<file path="src/rtl/lsu_pkg.sv">
// Shared types for the load/store split unit: access size, FSM state and size decode.
package lsu_pkg;

  typedef enum logic [1:0] {
    LSU_BYTE  = 2'd0,
    LSU_HALF  = 2'd1,
    LSU_WORD  = 2'd2,
    LSU_DWORD = 2'd3
  } lsu_size_e;

  typedef enum logic [2:0] {
    IDLE,
    REQ1,
    WAIT1,
    REQ2,
    WAIT2,
    RESP
  } lsu_state_e;

  function automatic logic [3:0] size_bytes(lsu_size_e size);
    return 4'd1 << size;
  endfunction

endpackage

</file>
<file path="src/rtl/lsu_align.sv">
// Lane steering for the LSU: store-data rotate, byte-enable generation and load extract/extend.
module lsu_align
  import lsu_pkg::*;
#(
  parameter int DATA_W = 32
) (
  input  logic [DATA_W-1:0]          wdata,
  input  logic [$clog2(DATA_W/8)-1:0] offset,
  input  lsu_size_e                  size,
  input  logic                       sign,
  input  logic [DATA_W-1:0]          beat_lo,
  input  logic [DATA_W-1:0]          beat_hi,
  output logic [DATA_W-1:0]          wdata_rot,
  output logic [DATA_W/8-1:0]        mask_lo,
  output logic [DATA_W/8-1:0]        mask_hi,
  output logic [DATA_W-1:0]          rdata
);

  localparam int NB    = DATA_W / 8;
  localparam int OFF_W = $clog2(NB);

  logic [OFF_W+2:0]    shamt;
  logic [2*DATA_W-1:0] rot_wide;
  logic [2*DATA_W-1:0] rd_wide;
  logic [2*NB-1:0]     full;
  logic [DATA_W-1:0]   shifted;
  logic [6:0]          nbits;
  logic                msb;

  assign shamt = {offset, 3'b000};

  // Rotate via a doubled word: the upper half of the shifted pair is the rotated value.
  assign rot_wide  = {wdata, wdata} << shamt;
  assign wdata_rot = rot_wide[2*DATA_W-1:DATA_W];

  assign full    = (((2*NB)'(1) << size_bytes(size)) - (2*NB)'(1)) << offset;
  assign mask_lo = full[NB-1:0];
  assign mask_hi = full[2*NB-1:NB];

  assign rd_wide = {beat_hi, beat_lo} >> shamt;
  assign shifted = rd_wide[DATA_W-1:0];
  assign nbits   = {size_bytes(size), 3'b000};

  always_comb begin
    msb   = 1'b0;
    rdata = '0;
    case (size)
      LSU_BYTE: msb = shifted[7];
      LSU_HALF: msb = shifted[15];
      LSU_WORD: msb = shifted[31];
      default:  msb = shifted[DATA_W-1];
    endcase
    for (int i = 0; i < DATA_W; i++) begin
      rdata[i] = (i < int'(nbits)) ? shifted[i] : (sign & msb);
    end
  end

endmodule

</file>
<file path="src/rtl/lsu_split.sv">
// Load/store unit that splits misaligned accesses into two memory beats when LSU_SPLIT_MISALIGN_EN is defined.
// States: IDLE accept request | REQ1/REQ2 issue beat | WAIT1/WAIT2 await beat response | RESP one-cycle completion
module lsu_split
  import lsu_pkg::*;
#(
  parameter int DATA_W = 32,
  parameter int ADDR_W = 32
) (
  input  logic                clock,
  input  logic                reset,
  input  logic                req_valid,
  output logic                req_ready,
  input  logic                req_write,
  input  logic [ADDR_W-1:0]   req_addr,
  input  logic [DATA_W-1:0]   req_wdata,
  input  logic [1:0]          req_size,
  input  logic                req_sign,
  output logic                resp_valid,
  output logic [DATA_W-1:0]   resp_rdata,
  output logic                resp_err,
  output logic                mem_req_valid,
  input  logic                mem_req_ready,
  output logic                mem_write,
  output logic [ADDR_W-1:0]   mem_addr,
  output logic [DATA_W-1:0]   mem_wdata,
  output logic [DATA_W/8-1:0] mem_wmask,
  input  logic                mem_resp_valid,
  input  logic [DATA_W-1:0]   mem_rdata,
  input  logic                mem_resp_err
);

  localparam int NB    = DATA_W / 8;
  localparam int OFF_W = $clog2(NB);

`ifdef LSU_SPLIT_MISALIGN_EN
  localparam bit SPLIT_EN = 1'b1;
`else
  localparam bit SPLIT_EN = 1'b0;
`endif

  lsu_state_e        state_q, state_d;
  logic [ADDR_W-1:0] addr_q;
  logic [DATA_W-1:0] wdata_q;
  logic [DATA_W-1:0] rdata_q;
  lsu_size_e         size_q;
  logic              sign_q, write_q, split_q, err_q;

  logic [OFF_W-1:0]  req_off, off_q;
  logic [4:0]        req_end;
  logic              req_split, req_big, req_fault;
  logic [DATA_W-1:0] beat_lo, beat_hi, wdata_rot, ext_rdata;
  logic [NB-1:0]     mask_lo, mask_hi;

  assign req_off   = req_addr[OFF_W-1:0];
  assign req_end   = 5'(req_off) + 5'(size_bytes(lsu_size_e'(req_size)));
  assign req_split = req_end > 5'(NB);
  assign req_big   = size_bytes(lsu_size_e'(req_size)) > 4'(NB);
  assign req_fault = req_big || (req_split && !SPLIT_EN);
  assign off_q     = addr_q[OFF_W-1:0];

`ifdef LSU_SPLIT_MISALIGN_EN
  logic [DATA_W-1:0] beat1_q;

  always_ff @(posedge clock or posedge reset) begin
    if (reset)                                  beat1_q <= '0;
    else if (state_q == WAIT1 && mem_resp_valid) beat1_q <= mem_rdata;
  end

  assign beat_lo = (state_q == WAIT2) ? beat1_q : mem_rdata;
  assign beat_hi = (state_q == WAIT2) ? mem_rdata : '0;
`else
  assign beat_lo = mem_rdata;
  assign beat_hi = '0;
`endif

  lsu_align #(.DATA_W(DATA_W)) u_align (
    .wdata     (wdata_q),
    .offset    (off_q),
    .size      (size_q),
    .sign      (sign_q),
    .beat_lo   (beat_lo),
    .beat_hi   (beat_hi),
    .wdata_rot (wdata_rot),
    .mask_lo   (mask_lo),
    .mask_hi   (mask_hi),
    .rdata     (ext_rdata)
  );

  always_comb begin
    state_d = state_q;
    case (state_q)
      IDLE:  if (req_valid) state_d = req_fault ? RESP : REQ1;
      REQ1:  if (mem_req_ready) state_d = WAIT1;
      WAIT1: if (mem_resp_valid) begin
               if (mem_resp_err)          state_d = RESP;
               else if (split_q && SPLIT_EN) state_d = REQ2;
               else                       state_d = RESP;
             end
      REQ2:  if (mem_req_ready) state_d = WAIT2;
      WAIT2: if (mem_resp_valid) state_d = RESP;
      RESP:  state_d = IDLE;
      default: state_d = IDLE;
    endcase
  end

  always_ff @(posedge clock or posedge reset) begin
    if (reset) begin
      state_q <= IDLE;
      addr_q  <= '0;
      wdata_q <= '0;
      rdata_q <= '0;
      size_q  <= LSU_BYTE;
      sign_q  <= 1'b0;
      write_q <= 1'b0;
      split_q <= 1'b0;
      err_q   <= 1'b0;
    end else begin
      state_q <= state_d;
      case (state_q)
        IDLE: if (req_valid) begin
          addr_q  <= req_addr;
          wdata_q <= req_wdata;
          size_q  <= lsu_size_e'(req_size);
          sign_q  <= req_sign;
          write_q <= req_write;
          split_q <= req_split;
          err_q   <= req_fault;
          rdata_q <= '0;
        end
        WAIT1: if (mem_resp_valid) begin
          err_q <= mem_resp_err;
          if (!write_q) rdata_q <= ext_rdata;
        end
        WAIT2: if (mem_resp_valid) begin
          err_q <= err_q | mem_resp_err;
          if (!write_q) rdata_q <= ext_rdata;
        end
        default: ;
      endcase
    end
  end

  assign req_ready     = (state_q == IDLE);
  assign resp_valid    = (state_q == RESP);
  assign resp_err      = resp_valid & err_q;
  assign resp_rdata    = rdata_q;
  assign mem_req_valid = (state_q == REQ1) || (state_q == REQ2);
  assign mem_write     = write_q;
  assign mem_addr      = {addr_q[ADDR_W-1:OFF_W], OFF_W'(0)}
                       + ((state_q == REQ2) ? ADDR_W'(NB) : '0);
  assign mem_wdata     = wdata_rot;
  // Byte enables only while a beat is offered so the idle bus stays quiet.
  assign mem_wmask     = (state_q == REQ1) ? mask_lo :
                         (state_q == REQ2) ? mask_hi : '0;

endmodule

</file>
<file path="config.mk">
export PLATFORM = sky130hd
export DESIGN_NAME = lsu_split
export DESIGN_NICKNAME = d
export VERILOG_FILES = /design/src/rtl/lsu_pkg.sv /design/src/rtl/lsu_align.sv /design/src/rtl/lsu_split.sv
export SDC_FILE = /design/constraint.sdc
export NUM_CORES = 1
export LEC_CHECK = 0
export CAP_MARGIN = 20
export CORE_UTILIZATION = 46
export CTS_BUF_LIST = sky130_fd_sc_hd__clkbuf_16
export DETAILED_ROUTE_END_ITERATION = 6
export GPL_ROUTABILITY_DRIVEN = 0
export GPL_TIMING_DRIVEN = 1
export PLACE_DENSITY_LB_ADDON = 0.12
export SYNTH_ARGS = -nofsm -noshare
export SYNTH_HDL_FRONTEND = slang
export SYNTH_SLANG_ARGS = --single-unit
</file>
<file path="constraint.sdc">
create_clock -name clock -period 3.8 [get_ports clock]
set_input_delay 0.38 -clock clock [delete_from_list [all_inputs] [get_ports clock]]
set_output_delay 0.38 -clock clock [all_outputs]
set_load 0.1 [all_outputs]
</file>
==> summary.txt, run 1 <==
==========================================================================================
Status                                                                        complete, no violations
Max Cap Viol                                                                             0
Via-per-instance ratio                                                                5.53
Share of synthesized registers carrying an async set or reset                         1.00
Clock edge transition at the registers on the reported setup and hold paths          60 ps
Number of nets in the final layout                                                     942
Pre-antenna DRT Iters                                                                    4
Initial cell density of the core                                                     0.478
Number of enable-type register cells in the synthesized netlist                          0
Critical register-to-register path startpoint                                    addr_q[1]
Area after detailed placement                                                  0.00861 mm²
CTS buffer count                                                                         9
Setup repair after global routing missed its margin                                     no
Hpwl dp                                                                           12500 µm
Source of the critical timing path                                              state_q[0]
Max-slew headroom                                                                    0.240
Worst-case register-to-register setup slack                                         950 ps
Deepest level of the CTS H-tree                                                          3
Count of non-filler cells in the finished layout                                      1005
Data required, critical path                                                       3420 ps
Final min period                                                                   3350 ps
Total detailed-routing wirelength                                                 17300 µm
First-pass GRT wire length                                                        28600 µm
Timing endpoint of the critical path                                          mem_addr[30]
Layout cell share with drive strength beyond 1                                       0.197
Core area                                                                       0.0128 mm²
Setup Viol. Count Final                                                                  0
Capture point of the worst reg-to-reg path                                    resp_rdata[17]
WS Path Type                                                                  flip-flop to primary output
Number of synthesized register bits                                                    104
Buffer levels on the longest clock path                                                  2
Top flip-flop cell by instance count after synthesis                               dfrtp_1
Maximum clock rate                                                                 298 MHz
Worst slew pin tran                                                                1140 ps
Clock sink count                                                                       104
Std cell rows                                                                           41
Max FO, Critical Path                                                                   13
Total routing usage reported by global routing                                       0.260
IO buf count                                                                           208
Total global routing overflow                                                            0
Vias                                                                                  5558
Synth-to-layout area growth                                                          45.1%
DRC violation count after routing                                                        0
Class of the tightest hold or removal check                                   primary input to async pin
Share of synthesized area occupied by flip-flops and latches                         0.425
Register-to-Register Path Depth                                                          5
Horizontal die dimension                                                            117 µm
Final Hold Vio Count                                                                     0
Total Die Area                                                                  0.0138 mm²
Worst EP arrival                                                                   2970 ps
Cell area after layout                                                         0.00889 mm²
Vias in the first global route                                                        5496
Final max-slew violation count                                                           0
Number of diodes                                                                         0
Sort of element at the start of the critical path                                flip-flop
Clock tree from TritonCTS                                                            built
Fraction of the cycle the final worst path needs                                     0.882
Post-synthesis instance total                                                          644
Worst clock skew                                                                   1.72 ps
First DRT Iteration DRCs                                                               524
Clock root cell                                                                  clkbuf_16
Mapped Area                                                                    0.00613 mm²
Instance count after placement with tap cells included                                 990
Largest net degree at the start of global routing                                       86
Post-route ant nets                                                                      0
I/O pin count                                                                          211
Later-pin clock latency in the skew report                                          340 ps
Final TNS setup                                                                       0 ps
Avg Cell Area, Syn                                                                9.52 µm²
Synth warn                                                                               0
Die span in y                                                                       117 µm
Kind of capture point of the worst setup path                                 primary output
Post-DR wirelength/cell                                                            17.2 µm
Number of antenna violations at the first check in global routing                        0
Post-synthesis cell type count                                                          52
==========================================================================================
[cells in the final DEF, fill, tap and decap left out, types with 5 or more instances in the layout]
cell	n
a221o_1	16
mux2_2	9
nor3_1	8
buf_4	59
a21oi_1	22
xnor2_2	7
a22o_1	8
clkdlybuf4s50_1	145
xor2_2	6
o21ai_0	27
mux4_2	32
nand2_1	206
inv_1	14
clkbuf_16	9
mux2i_1	16
and2_1	6
xor2_4	5
dfrtp_1	102
nor2_1	24
xnor2_4	6
buf_12	15
nand4_1	8
nand3_1	17
[worst min path at each step]
| stage | endpoint | cells after the start | slack (ps) |
|---|---|---|---|
| after global routing | addr_q[20] | 2 | 380 |
| after detailed placement | err_q | 2 | 470 |
| final | addr_q[19] | 2 | 360 |
| after floorplan | err_q | 2 | 440 |
| after CTS | err_q | 2 | 490 |
| after global placement | err_q | 2 | 480 |
[registers in the layout, indices dropped and copies added, names as in the netlist]
register and cells:
wdata_q 32, mem_write 1, resp_rdata 32, size_q 2
sign_q 1, addr_q 32, state_q 3, err_q 1
[area by class of cell]
type,count,area (µm²)
flip-flops and latches,104,2610
clock buffers,9,225
multi-input cells,482,3560
well taps,172,215
inverters,14,55.1
clock inverters,4,16.3
repair buffers,220,2220
fillers,1006,3930
[critical path, stage by stage (launching register included)]
cell	delay [ps]
dfrtp_1	580
nand2b_1	200
inv_1	130
and2_1	140
ha_1	160
ha_1	260
nand4_1	260
or4_4	520
xnor2_4	170
buf_12	190
[synth_stat cells, types with 6 or more instances]
cell        n  area, µm²
a21oi_1    22        110
a221o_1    16        160
a22o_1      8       70.1
and2_1      6       37.5
buf_2      13       65.1
clkbuf_1   22       82.6
dfrtp_1   104       2600
inv_1      14       52.6
mux2_2      9        101
mux2i_1    16        160
mux4_2     32        721
nand2_1   206        773
nand3_1    17       85.1
nand4_1     8       50.1
nor2_1     24       90.1
nor3_1      9       45.0
o21ai_0    27        135
xnor2_1    15        131
xor2_1     14        123
[per-stage QoR]
step / setup slack, ps / hold WS [ps] / utilization
final: 448 / 356 / 0.694
after CTS: 220 / 493 / 0.690
after detailed placement: 596 / 472 / 0.672
after global placement: 678 / 476 / 0.672
after global routing: 154 / 381 / 0.694
after floorplan: -334 / 440 / -
[routing by layer]
| layer | vias up | track usage | wire length, µm |
|---|---|---|---|
| li1 | 2606 | - | - |
| met1 | 2706 | 0.350 | 7490 |
| met2 | 226 | 0.429 | 8490 |
| met3 | 20 | 0.0545 | 1040 |
| met4 | 0 | 0.0682 | 274 |
| met5 | - | 0 | 0 |
[logic make-up after synthesis]
kind of cell | count (synthesis) | synth area share
muxes | 57 | 0.160
other | 1 | 0.000612
and+or+nand+nor | 300 | 0.215
AOI/OAI and AO/OA | 88 | 0.0976
xor gates and xnor gates | 30 | 0.0441
adders and majority gates | 5 | 0.0114
buffers and inverters | 59 | 0.0461
DFF | 104 | 0.425
[timing repair]
| action | 4_1_cts | 5_1_grt |
|---|---|---|
| hold buffers | 0 | 0 |
| endpoints found under the setup margin | 0 | 7 |
| setup buffers | 0 | 1 |
| resized for setup | 0 | 1 |
Power of run 1 is not shown: default switching activity piles up to over one toggle a cycle in this logic, so the estimate is an artifact.
==> run 2, diff against run 1 <==
- ABC_CLOCK_PERIOD_IN_PS: default -> 3800
==> results of run 2 <==
No change in the layout: final DEF, timing and power equal those of run 1.
Power of run 2 is left out for the same reason.
